`src/rtl/mem_stage.sv`:
```
`default_nettype none
// ============================================================================
// Module   : mem_stage
// Purpose  : Memory-access stage of the 16-bit MISC-V pipeline. Issues
//            data-memory accesses over a req/ack handshake, stalls upstream
//            while an access is outstanding, and registers MEM/WB outputs.
// Options  : define MEM_TIMEOUT_EN to abort requests that are not acked
//            within TIMEOUT_CYCLES request cycles (squash + OMemErr pulse).
// Revision : 1.0 - initial release
// ============================================================================
module mem_stage #(
  parameter int DATA_W         = 16,
  parameter int TIMEOUT_CYCLES = 255
) (
  input  logic              CLK,
  input  logic              Reset,
  input  logic              IRegWrite,
  input  logic              IMemRead,
  input  logic              IMemWrite,
  input  logic              IRegStore,
  input  logic [DATA_W-1:0] IALUResult,
  input  logic [DATA_W-1:0] I3rdArg,
  input  logic [DATA_W-1:0] IRd,
  input  logic              DMemAck,
  input  logic [DATA_W-1:0] DMemRData,
  output logic              DMemReq,
  output logic              DMemWE,
  output logic [DATA_W-1:0] DMemAddr,
  output logic [DATA_W-1:0] DMemWData,
  output logic              Stall,
  output logic              ORegWrite,
  output logic              ORegStore,
  output logic [DATA_W-1:0] OWBData,
  output logic [DATA_W-1:0] ORd,
  output logic              OValid,
  output logic              OMemErr
);

  localparam logic [0:0] S_IDLE = 1'b0;
  localparam logic [0:0] S_REQ  = 1'b1;

  // Timeout window must fit the 8-bit counter.
  if (TIMEOUT_CYCLES < 1 || TIMEOUT_CYCLES > 255) begin : g_bad_timeout
    $error("mem_stage: TIMEOUT_CYCLES must be in 1..255");
  end

  logic [0:0] r_state;
  logic [0:0] w_next_state;
  logic       w_access;
  logic       w_issue;
  logic       w_ack_done;
  logic       w_timeout;
  logic       w_stall;

  assign w_access = IMemRead | IMemWrite;

`ifdef MEM_TIMEOUT_EN
  localparam logic [7:0] c_TO_LAST = 8'(TIMEOUT_CYCLES - 1);
  logic [7:0] r_tcnt;
  logic       r_memerr;

  // A REQ cycle without ack is the last allowed one when it would bring the
  // count of unacked cycles up to TIMEOUT_CYCLES.
  assign w_timeout = (r_state == S_REQ) && !DMemAck && (r_tcnt == c_TO_LAST);

  // Unacked request-cycle counter; cleared whenever a request is issued.
  always_ff @(posedge CLK) begin
    if (Reset) begin
      r_tcnt   <= 8'd0;
      r_memerr <= 1'b0;
    end else begin
      if (w_issue)
        r_tcnt <= 8'd0;
      else if (r_state == S_REQ && !DMemAck)
        r_tcnt <= r_tcnt + 8'd1;
      r_memerr <= w_timeout;
    end
  end

  assign OMemErr = r_memerr;
`else
  assign w_timeout = 1'b0;
  assign OMemErr   = 1'b0;
`endif

  // State register.
  always_ff @(posedge CLK) begin
    if (Reset) r_state <= S_IDLE;
    else       r_state <= w_next_state;
  end

  // Next-state logic: issue moves to REQ, ack or timeout returns to IDLE.
  always_comb begin
    w_next_state = r_state;
    case (r_state)
      S_IDLE:  if (w_access) w_next_state = S_REQ;
      S_REQ:   if (DMemAck || w_timeout) w_next_state = S_IDLE;
      default: w_next_state = S_IDLE;
    endcase
  end

  // Output decode: issue/complete strobes and the combinational stall.
  always_comb begin
    w_issue    = 1'b0;
    w_ack_done = 1'b0;
    w_stall    = 1'b0;
    case (r_state)
      S_IDLE: begin
        w_issue = w_access;
        w_stall = w_access;
      end
      S_REQ: begin
        w_ack_done = DMemAck;
        w_stall    = !DMemAck && !w_timeout;
      end
      default: ;
    endcase
  end

  assign Stall = w_stall;

  // Memory-request registers: latched at issue, held until completion.
  always_ff @(posedge CLK) begin
    if (Reset) begin
      DMemReq   <= 1'b0;
      DMemWE    <= 1'b0;
      DMemAddr  <= '0;
      DMemWData <= '0;
    end else if (w_issue) begin
      DMemReq   <= 1'b1;
      DMemWE    <= IMemWrite;
      DMemAddr  <= IALUResult;
      DMemWData <= I3rdArg;
    end else if (w_ack_done || w_timeout) begin
      DMemReq   <= 1'b0;
    end
  end

  // MEM/WB register: pass-through, access completion, timeout squash or bubble.
  always_ff @(posedge CLK) begin
    if (Reset) begin
      OValid    <= 1'b0;
      ORegWrite <= 1'b0;
      ORegStore <= 1'b0;
      OWBData   <= '0;
      ORd       <= '0;
    end else if (r_state == S_IDLE && !w_access) begin
      OValid    <= 1'b1;
      ORegWrite <= IRegWrite;
      ORegStore <= IRegStore;
      ORd       <= IRd;
      OWBData   <= IALUResult;
    end else if (w_ack_done) begin
      OValid    <= 1'b1;
      ORegWrite <= IRegWrite;
      ORegStore <= IRegStore;
      ORd       <= IRd;
      OWBData   <= DMemWE ? IALUResult : DMemRData;
    end else if (w_timeout) begin
      OValid    <= 1'b1;
      ORegWrite <= 1'b0;
      ORegStore <= IRegStore;
      ORd       <= IRd;
    end else begin
      OValid    <= 1'b0;
      ORegWrite <= 1'b0;
    end
  end

endmodule
`default_nettype wire

```
`config.mk`:
```
export PLATFORM = sky130hd
export DESIGN_NAME = mem_stage
export DESIGN_NICKNAME = d
export VERILOG_FILES = /design/src/rtl/mem_stage.sv
export SDC_FILE = /design/constraint.sdc
export NUM_CORES = 1
export LEC_CHECK = 0
export BUFFER_PORTS_ARGS = -buffer_cell sky130_fd_sc_hd__clkbuf_2
export CORE_MARGIN = 2
export CORE_UTILIZATION = 49
export DETAILED_ROUTE_END_ITERATION = 8
export HOLD_SLACK_MARGIN = 0.03
export PLACE_DENSITY = 0.82
export SYNTH_ARGS = -nofsm -noshare
export SYNTH_HDL_FRONTEND = slang
export SYNTH_SLANG_ARGS = --single-unit
export TNS_END_PERCENT = 5
```
`constraint.sdc`:
```
create_clock -name CLK -period 4.4 [get_ports CLK]
set_clock_uncertainty 0.2 [all_clocks]
set_input_delay 0.88 -clock CLK [delete_from_list [all_inputs] [get_ports CLK]]
set_output_delay 0.88 -clock CLK [all_outputs]
set_load 0.01 [all_outputs]
```
==> impl_metrics.toml <==
[status]
outcome = "finished clean"

[placement]
post_placement_cell_count = 492
dp.final_hpwl_microns = 5150
placement.setup.worst_slack_ns = 1.58
gpl.final_weighted_congestion = 0.757
placement.io_buffers = 140

[grt]
first_pass_grt_wire_length_microns = 11400
globalRouteTotalUtil_pct = 23.0
first_global_vias = 2456
globalRouteOverflowTotal = 0
grt_start_max_net_pins = 37
initial_antenna_violation_count = 0

[yosys]
synth_nets = 376
synthDistinctLibCells = 23
postSynthCellCount = 305
netlist_top_cells_area = "sky130_fd_sc_hd__dfxtp_1 (50%), sky130_fd_sc_hd__nand2_1 (11%), sky130_fd_sc_hd__a22o_1 (10%)"
yosys.area.top_type_share_pct = 50.1
per_instance_average_area_after_synthesis_sq_um = 9.18
synth_area_sq_mm = 0.00280
synth_top_cell_by_area = "sky130_fd_sc_hd__dfxtp_1"
synth-warning-count = 0
ys_ff_latch = 70
synth.yosys.seq_area_share_pct = 50.1

[timing]
hold_viol_final = 0
setup_viol = 0
worst_slew_pin_slew_ns = 0.921
timing_max_transition_violations_final = 0
setup_total_negative_slack_ns = 0
fin_ws_ns = 1.65
layout_min_cycle_time_ns = 2.75
timing.fmax_mhz = 364
final.period_utilization_pct = 62.4
worst_slew_margin_rel_pct = 38.5
rsz_0062_raised_after_global_routing = "no"

[floorplan]
die_h_microns = 79.6
die_w_microns = 79.6
initial_core_util_pct = 50.8
num_rows = 27
design.die.area_sq_mm = 0.00633
placeableCoreArea_sq_mm = 0.00551
ios = 142

[cts]
cts.htree.levels = 3
cts_resized = 0
cts_hold_buf = 0
clkSinkCount = 70
clk-insertion-delay-late_ns = 0.33
cts.reportedPaths.clkPinSlew_ns = 0.08
tritoncts = "built"
cts_buffer_depth = 2
cts_inserted_buffers = 9
cts_root_buf = "sky130_fd_sc_hd__clkbuf_8"
post_cts_setup_repair_buffer_count = 0

[final_layout]
post_layout_cell_count = 508
mostFrequentLayoutCell = "sky130_fd_sc_hd__clkbuf_2"
register_area_sq_mm = 0.00140
final_cell_mix = "sky130_fd_sc_hd__clkbuf_2 (140), sky130_fd_sc_hd__nand2_1 (81), sky130_fd_sc_hd__dfxtp_1 (70)"
multi_input_comb_area_sq_mm = 0.00125
synthToLayoutAreaGrowth_pct = 32.2
fillCellCount = 469
nNetsFinal = 502
drive_above_1_share_pct = 41.5
antenna_cells_inserted = 0

[setup_path]
worstSetupStartpoint = "IMemWrite"
crit_required_ns = 3.32
critical-path-top-cell-by-count = "sky130_fd_sc_hd__clkbuf_2"
critical_path.max_stage_delay_ns = 0.30
path_cells = "clkbuf_2, nor3_2, a21oi_1, clkbuf_2"
cp_slowest_cell = "sky130_fd_sc_hd__nor3_2"
critical_path.startpoint_type = "input pin"
critical_path.endpoint_type = "output port"
critical_path_peak_fanout = 21
arrival_ns = 1.67
worstSetupPathType = "input pin to output port"
worst_r2r_startpoint = "r_state"

[pwr]
max-vdd-ir-drop_uv = 211
cellLeakagePower_nw = 1.73
power_per_cell_area_mw_per_mm2 = 417

[routing]
drt-wirelength-per-cell_microns = 14.6
route.detailed.drc = 0
drt_iter0_drc = 101
wirelength_microns = 7420
detailed_route_via_count = 2699
drt-pass1-iter-count = 4
antenna_violating_nets_post_route = 0
vias_per_cell = 5.31

[min_path]
min-delay-start = "DMemWData[14]"
min-delay-path-class = "register to register"

[job]
timing.max_cap.violations = 0
## state kept, by name, summed over array words and instances (netlist names)
signal,flops
OValid,1
ORd,16
OWBData,16
ORegWrite,1
DMemWE,1
ORegStore,1
DMemAddr,16
r_state,1
DMemWData,16
DMemReq,1
## area by class of cell
type	count	share of cell area (%)
Clock buffer	11	4.09
Clock inverter	5	2.20
Multi-Input combinational cell	207	33.9
Sequential cell	70	37.9
Tap cell	72	2.43
Timing Repair Buffer	143	19.5
## path summary, 6_finish.rpt
kind / to / cells past startpoint / slack, ns
worst max-delay path: Stall / 4 / 1.65
worst max register to register: ORd[13] / 3 / 2.13
worst min register to register: DMemWData[14] / 2 / 0.26
worst min-delay path: DMemWData[14] / 2 / 0.26
## through the flow
stage,utilization (%),hold slack (ns),power [W],cell area (sq um)
5_1_grt,67.2,0.269,0.00162,3700
3_5_place_dp,63.0,0.247,0.000967,3470
3_3_place_gp,63.0,0.242,0.000959,3470
2_1_floorplan,-,0.281,0.000865,2800
4_1_cts,67.2,0.257,0.00155,3700
6_report,67.2,0.256,0.00154,3700
## cells in the mapped netlist (all sizes together)
| cell | count |
|---|---|
| a211oi | 2 |
| a21oi | 34 |
| a22o | 33 |
| and2 | 1 |
| buf | 18 |
| clkbuf | 10 |
| conb | 1 |
| dfxtp | 70 |
| mux2i | 1 |
| nand2 | 81 |
| nand2b | 16 |
| nor2 | 2 |
| nor3 | 1 |
| o211ai | 16 |
| o21ba | 1 |
| o21bai | 1 |
| or3 | 1 |
| or4b | 16 |
## worst max-delay path: cells and delay by family
family,cells,cell delay (ns)
buffers and inverters,2,0.41
AND/OR/NAND/NOR,1,0.30
AO/OA/AOI/OAI,1,0.07
## logic make-up (layout without fill, tap and decap cells)
logic type	after synthesis	count (layout)	share of synthesized area (%)
simple gates	118	118	21.4
compound gates	87	87	22.4
flops	70	70	50.1
buf+inv	28	159	5.59
other cells	1	1	0.134
mux	1	1	0.358
## routing by layer
metal  GRT usage (%)  vias to the layer above  share of wire [%]
met1            28.7                     1230                 43
li1                -                     1321                  -
met5               0                        -                  0
met2            35.5                      136                 46
met4            11.6                        0                1.3
met3            7.69                       12                 10
## report_power, final
part	total [W]	switching, W	leakage [nW]	internal, W
Combinational	0.000239	0.000130	1.04	0.000108
Sequential	0.000713	0.0000328	0.576	0.000680
Clock	0.000592	0.000242	0.116	0.000350
No activity file was read; power rests on OpenSTA's default activity.
